$ cat config.mk
export PLATFORM = sky130hd
export DESIGN_NAME = mem_bridge
export DESIGN_NICKNAME = d
export VERILOG_FILES = /design/src/rtl/mem_bridge_pkg.sv /design/src/rtl/wbuf_fifo.sv /design/src/rtl/mem_bridge.sv
export SDC_FILE = /design/constraint.sdc
export NUM_CORES = 1
export LEC_CHECK = 0
export BUFFER_PORTS_ARGS = -buffer_cell sky130_fd_sc_hd__buf_2
export CORE_MARGIN = 10
export CORE_UTILIZATION = 40
export DETAILED_ROUTE_END_ITERATION = 12
export HOLD_SLACK_MARGIN = 0.03
export PLACE_DENSITY = 0.7
export SYNTH_ARGS = -nofsm -noshare
export SYNTH_HDL_FRONTEND = slang
export SYNTH_HIERARCHICAL = 1
export SYNTH_SLANG_ARGS = --single-unit
$ cat constraint.sdc
create_clock -name clock -period 3.1 [get_ports clock]
set_input_delay 0.31 -clock clock [delete_from_list [all_inputs] [get_ports clock]]
set_output_delay 0.31 -clock clock [all_outputs]
set_load 0.01 [all_outputs]
$ cat src/rtl/mem_bridge_pkg.sv
// Shared types for the core-to-memory bridge: FSM encodings and the
// posted-write buffer entry layout.
package mem_bridge_pkg;

    localparam int PKG_ADDR_W = 32;
    localparam int PKG_DATA_W = 32;

    typedef logic [2:0] state_t;

    localparam state_t ST_IDLE    = 3'd0;
    localparam state_t ST_BRAM_RD = 3'd1;
    localparam state_t ST_DRAIN   = 3'd2;
    localparam state_t ST_DDR_RD  = 3'd3;
    localparam state_t ST_RESP    = 3'd4;

    typedef struct packed {
        logic [PKG_ADDR_W-1:0] addr;
        logic [PKG_DATA_W-1:0] data;
    } wbuf_entry_t;

endpackage

$ cat src/rtl/wbuf_fifo.sv
// Small synchronous FIFO holding posted DDR2 writes; DEPTH must be a power of two
// so the read/write pointers wrap naturally.
module wbuf_fifo #(
    parameter int WIDTH = 64,
    parameter int DEPTH = 4
) (
    input  logic                       clock,
    input  logic                       reset,
    input  logic                       push,
    input  logic                       pop,
    input  logic [WIDTH-1:0]           wdata,
    output logic [WIDTH-1:0]           rdata,
    output logic                       full,
    output logic                       empty,
    output logic [$clog2(DEPTH+1)-1:0] count
);

    localparam int PTR_W = $clog2(DEPTH);
    localparam int CNT_W = $clog2(DEPTH+1);

    logic [WIDTH-1:0] mem [DEPTH];
    logic [PTR_W-1:0] wr_ptr;
    logic [PTR_W-1:0] rd_ptr;
    logic             do_push;
    logic             do_pop;

    assign full    = (count == CNT_W'(DEPTH));
    assign empty   = (count == '0);
    assign do_push = push && !full;
    assign do_pop  = pop && !empty;
    assign rdata   = mem[rd_ptr];

    always_ff @(posedge clock) begin
        if (do_push) begin
            mem[wr_ptr] <= wdata;
        end
    end

    always_ff @(posedge clock or posedge reset) begin
        if (reset) begin
            wr_ptr <= '0;
            rd_ptr <= '0;
            count  <= '0;
        end else begin
            if (do_push) begin
                wr_ptr <= wr_ptr + 1'b1;
            end
            if (do_pop) begin
                rd_ptr <= rd_ptr + 1'b1;
            end
            case ({do_push, do_pop})
                2'b10:   count <= count + 1'b1;
                2'b01:   count <= count - 1'b1;
                default: count <= count;
            endcase
        end
    end

endmodule

$ cat src/rtl/mem_bridge.sv
// Routes core load/store requests to BRAM or DDR2, posting DDR2 writes into a
// buffer and returning exactly one response per read.
module mem_bridge
    import mem_bridge_pkg::*;
#(
    parameter int                      DATA_W     = PKG_DATA_W,
    parameter int                      ADDR_W     = PKG_ADDR_W,
    parameter logic [ADDR_W-1:0]       DDR_BASE   = 32'h0010_0000,
    parameter int                      BRAM_LAT   = 1,
    parameter int                      WBUF_DEPTH = 4
) (
    input  logic                            clock,
    input  logic                            reset,
    input  logic                            req_valid,
    output logic                            req_ready,
    input  logic                            req_we,
    input  logic [ADDR_W-1:0]               req_addr,
    input  logic [DATA_W-1:0]               req_wd,
    output logic                            resp_valid,
    output logic [DATA_W-1:0]               resp_rd,
    output logic                            bram_en,
    output logic                            bram_we,
    output logic [ADDR_W-1:0]               bram_addr,
    output logic [DATA_W-1:0]               bram_wd,
    input  logic [DATA_W-1:0]               bram_rd,
    input  logic                            ddr2_stall,
    input  logic [DATA_W-1:0]               ddr2_rd,
    output logic                            ddr2_en,
    output logic                            ddr2_we,
    output logic [ADDR_W-1:0]               ddr2_addr,
    output logic [DATA_W-1:0]               ddr2_wd,
    output logic [$clog2(WBUF_DEPTH+1)-1:0] wbuf_count
);

    state_t            state;
    state_t            state_next;
    logic [2:0]        lat_cnt;
    logic [ADDR_W-1:0] rd_addr;
    logic [DATA_W-1:0] rd_data;

    logic              is_ddr;
    logic              accept;
    logic              push;
    logic              pop;
    logic              bram_read_go;
    logic              ddr_read_go;
    logic              ddr_done;
    logic              read_done;
    logic              bram_sample;
    logic              wb_full;
    logic              wb_empty;
    wbuf_entry_t       push_entry;
    wbuf_entry_t       head_entry;

    assign is_ddr       = (req_addr >= DDR_BASE);
    assign req_ready    = ((state == ST_IDLE) || (state == ST_RESP)) && !(req_we && is_ddr && wb_full);
    assign accept       = req_valid && req_ready;
    assign push         = accept && req_we && is_ddr;
    assign bram_read_go = accept && !req_we && !is_ddr;
    assign ddr_read_go  = accept && !req_we && is_ddr;

    assign push_entry.addr = req_addr;
    assign push_entry.data = req_wd;

    wbuf_fifo #(
        .WIDTH ($bits(wbuf_entry_t)),
        .DEPTH (WBUF_DEPTH)
    ) u_wbuf (
        .clock (clock),
        .reset (reset),
        .push  (push),
        .pop   (pop),
        .wdata (push_entry),
        .rdata (head_entry),
        .full  (wb_full),
        .empty (wb_empty),
        .count (wbuf_count)
    );

    // BRAM is driven straight from the request so it never waits on DDR2 traffic.
    assign bram_en   = accept && !is_ddr;
    assign bram_we   = bram_en && req_we;
    assign bram_addr = bram_en ? req_addr : '0;
    assign bram_wd   = bram_en ? req_wd : '0;

    // The buffer head always wins the DDR2 port, which keeps posted writes ahead of reads.
    always_comb begin
        ddr2_en   = 1'b0;
        ddr2_we   = 1'b0;
        ddr2_addr = '0;
        ddr2_wd   = '0;
        if (!wb_empty) begin
            ddr2_en   = 1'b1;
            ddr2_we   = 1'b1;
            ddr2_addr = head_entry.addr - DDR_BASE;
            ddr2_wd   = head_entry.data;
        end else if (state == ST_DDR_RD) begin
            ddr2_en   = 1'b1;
            ddr2_addr = rd_addr;
        end
    end

    assign ddr_done    = ddr2_en && !ddr2_stall;
    assign pop         = ddr_done && !wb_empty;
    assign read_done   = ddr_done && wb_empty && (state == ST_DDR_RD);
    assign bram_sample = (state == ST_BRAM_RD) && (lat_cnt == 3'(BRAM_LAT));

    always_comb begin
        state_next = state;
        case (state)
            ST_IDLE, ST_RESP: begin
                state_next = ST_IDLE;
                if (bram_read_go) begin
                    state_next = ST_BRAM_RD;
                end else if (ddr_read_go) begin
                    state_next = (wbuf_count != '0) ? ST_DRAIN : ST_DDR_RD;
                end
            end
            ST_BRAM_RD: if (bram_sample) state_next = ST_RESP;
            ST_DRAIN:   if (wb_empty)    state_next = ST_DDR_RD;
            ST_DDR_RD:  if (read_done)   state_next = ST_RESP;
            default:    state_next = ST_IDLE;
        endcase
    end

    always_ff @(posedge clock or posedge reset) begin
        if (reset) begin
            state   <= ST_IDLE;
            lat_cnt <= '0;
            rd_addr <= '0;
            rd_data <= '0;
        end else begin
            state <= state_next;
            if (bram_read_go) begin
                lat_cnt <= 3'd1;
            end else if (state == ST_BRAM_RD) begin
                lat_cnt <= lat_cnt + 3'd1;
            end
            if (ddr_read_go) begin
                rd_addr <= req_addr - DDR_BASE;
            end
            if (bram_sample) begin
                rd_data <= bram_rd;
            end else if (read_done) begin
                rd_data <= ddr2_rd;
            end
        end
    end

    assign resp_valid = (state == ST_RESP);
    assign resp_rd    = rd_data;

endmodule
==> results_dict.tcl <==
set metrics [dict create \
    worstSkewPairLatency_ps 520 \
    hp-class "input pin to register" \
    hold_viol 0 \
    violations "negative setup slack" \
    cp.required_ps 2790 \
    holdWs_ps 47.9 \
    synth_simple_gate_area_share_pct 7.79 \
    slew_violations 0 \
    critical_path_class "register to output port" \
    wl_um 37000 \
    fin_crit_sh_pct 102 \
    drcViolationCount 0 \
    fin_skew_ps 19.0 \
    cap_viol_max_count 0 \
    layout_common_cells "buf_2 (290), edfxtp_1 (256), dfrtp_1 (75), mux4_2 (64), and2_1 (56)" \
    layout-drive-gt1-share_pct 41.2 \
    max_slew_margin_pct 38.0 \
    syn2layout_area_growth_pct 27.4 \
    synth-adder-area-share_pct 1.02 \
    synth_top_family_by_area "multiplexers" \
    layout_commonest_cell "buf_2" \
    io_pins 302 \
    power_density_nw_per_um2 842 \
    drtIter0Drc 562 \
    status "complete, but fails checks" \
    grt_max_degree 66 \
    cts.sinks 333 \
    grt_overflow 0 \
    grt.total_usage_pct 16.5 \
    clk_pin_slew_ps 60 \
    period_needed_ps 3150 \
    antenna_found_initial 2 \
    port_buffers 291 \
    ys_ff_latch 333 \
    cts-buffers-inserted 37 \
    synth_mux_area_share_pct 15.2 \
    min_path_cells 1 \
    crit_path_max_incr_delay_ps 490 \
    num_vias 8790 \
    vias_per_cell 5.13 \
    start_util_pct 40.8 \
    gp_congestion 0.804 \
    ant_nets 0 \
    clockBufferDepth 3 \
    grt_pass1_wl_um 56400 \
    dp.cells 1605 \
    synth_cell_types 49 \
    dieArea_um2 43500 \
    cts_tree "built" \
    end_kind "output port" \
    path_depth 10 \
    max_freq_ghz 0.317 \
    synth_compound_area_share_pct 4.07 \
    cp_data_arrival_time_ps 2840 \
    synth_area_um2 14200 \
    dp_hpwl_um 25100 \
    yosysSeqAreaShare_pct 67.7 \
    core_um2 34800 \
    p_leak_nw 7.07 \
    synth-async-reset-ratio_pct 23.1 \
    yosys_most_used_dff "edfxtp_1" \
    final_nets 1373 \
    h-tree-depth 2 \
    crit_fanout 6 \
    worstPathBufferInverterCount 4 \
    grt_pass1_vias 9263 \
    yosysWarnings 6 \
    dr.pass1.iters 5 \
    cp_top_family "buffers and inverters" \
    ir_drop_mv 0.606 \
    cp_slowest_cell "dfrtp_4" \
    stdcell_count 1712 \
    diodes 0 \
    die_y_um 208 \
    cts_root_buf "clkbuf_16" \
    ff2ff_setup_slack_ps 800 \
    synth_xor_area_share_pct 1.54 \
    cp_cell_sequence "buf_12 > buf_6 > mux4_2 > nor4_4 > buf_4 > nand2_2 > nor3_4 > xnor2_1 > o21ai_1 > buf_2" \
    worstSetupStartpointType "register" \
    row_count 68 \
    fin_ws_ps -51.4 \
    setup_viol 4 \
    worstMarginPinSlew_ps 928 \
    reg2reg_depth 11 \
    avgRoutedWirePerCell_um 21.6 \
    synth_edf_count 256 \
    synth.avg_cell_area_um2 16.5 \
    rsz0062_at_grt "true" \
    synth_cells 860 \
    die_width_um 208 \
    place_ws_ps 147 \
]
==> state kept, by name, summed over array words and instances (netlist names) <==
name and cells:
resp_rd 32, u_wbuf/count 3, u_wbuf/rd_ptr 2, rd_addr 32, lat_cnt 3, state 3, u_wbuf/mem 256, u_wbuf/wr_ptr 2
==> cells in the mapped netlist, types with 2 or more instances <==
cell / instances / area (µm²)
edfxtp_1: 256 / 7690
dfrtp_1: 77 / 1930
mux4_2: 64 / 1440
and2_1: 60 / 375
nor2_1: 50 / 188
a21oi_1: 42 / 210
nor2b_1: 34 / 213
mux2i_1: 33 / 330
nand2_1: 27 / 101
clkbuf_1: 26 / 97.6
a22o_1: 20 / 175
mux2_4: 19 / 285
buf_4: 15 / 113
inv_1: 15 / 56.3
xnor2_1: 14 / 123
o21ai_0: 13 / 65.1
xor2_1: 11 / 96.3
ha_1: 10 / 125
mux2_2: 9 / 101
nor3_1: 8 / 40.0
buf_2: 7 / 35.0
buf_6: 7 / 78.8
nor4_1: 7 / 43.8
nand2b_1: 3 / 18.8
nand3_1: 3 / 15.0
nor4b_1: 3 / 26.3
a31oi_1: 2 / 12.5
and3_1: 2 / 12.5
nand4_1: 2 / 12.5
o41ai_1: 2 / 17.5
==> worst register-to-register path, cell delays in order, from the launching register on <==
cell	delay, ps
dfrtp_1	440
nor2_1	140
nand2_1	200
nor4b_1	330
nor2b_2	210
inv_1	50
ha_1	210
inv_1	70
fa_1	180
xor2_1	160
nor2_1	70
xor2_1	140
==> cell type report <==
class                           instances  area, µm²
Sequential cell                       333       9620
Timing Repair Buffer                  376       2420
Clock inverter                         18       98.8
Tap cell                              455        569
Fill cell                            2848      16700
Clock buffer                           49        971
Multi-Input combinational cell        466       4370
Inverter                               15       56.3
==> report_power, final <==
part	switching [W]	internal, W
Clock	0.00171	0.00222
Combinational	0.00279	0.00262
Sequential	0.000397	0.00551
Total	0.00489	0.0103
==> logic make-up after synthesis <==
family | Yosys count
fa+ha+maj | 11
other cells | 1
flops | 333
compound gates | 89
simple gates | 206
xor+xnor | 25
buf+inv | 70
mux | 125
==> per-stage QoR <==
step	util (%)	power, W	instance area [µm²]	setup TNS (ps)
6_report	52.0	0.0152	18100	-167
5_1_grt	52.0	0.0161	18100	-1000
4_1_cts	51.6	0.0153	18000	-37.5
3_5_place_dp	47.5	0.0112	16500	0
3_3_place_gp	47.5	0.0111	16500	0
2_1_floorplan	-	0.00923	14200	0
==> final timing paths <==
| check | from | to |
|---|---|---|
| setup reg to reg | state[0]$_DFFE_PP0P_ | u_wbuf/count[2]$_DFFE_PP0P_ |
| hold / removal | req_wd[17] | u_wbuf/mem[3][17]$_DFFE_PP_ |
| max in group asynchronous | reset | rd_addr[11]$_DFFE_PP0P_ |
| min in group asynchronous | reset | u_wbuf/count[2]$_DFFE_PP0P_ |
| hold reg to reg | rd_addr[0]$_DFFE_PP0P_ | rd_addr[0]$_DFFE_PP0P_ |
| setup / recovery | u_wbuf/rd_ptr[0]$_DFFE_PP0P_ | ddr2_addr[29] |
==> repair_timing <==
item                                    in CTS  in global routing
endpoints found under the setup margin       6                  8
pin swaps                                    0                  2
hold endpoints to repair                   131                  0
gates resized for setup                     11                 14
hold buffers                                27                  0
setup buffers                                3                 10
==> metal layers <==
layer	global-route usage, %	routed length (µm)	up-vias	part of all wire (%)
met3	3.41	2200	57	6.0
met2	28.4	19200	290	52
met1	20.3	14800	4456	40
met5	0	22	-	0.059
li1	-	-	3983	-
met4	4.91	815	4	2.2
Note: power is estimated with default switching activity, not from simulation.
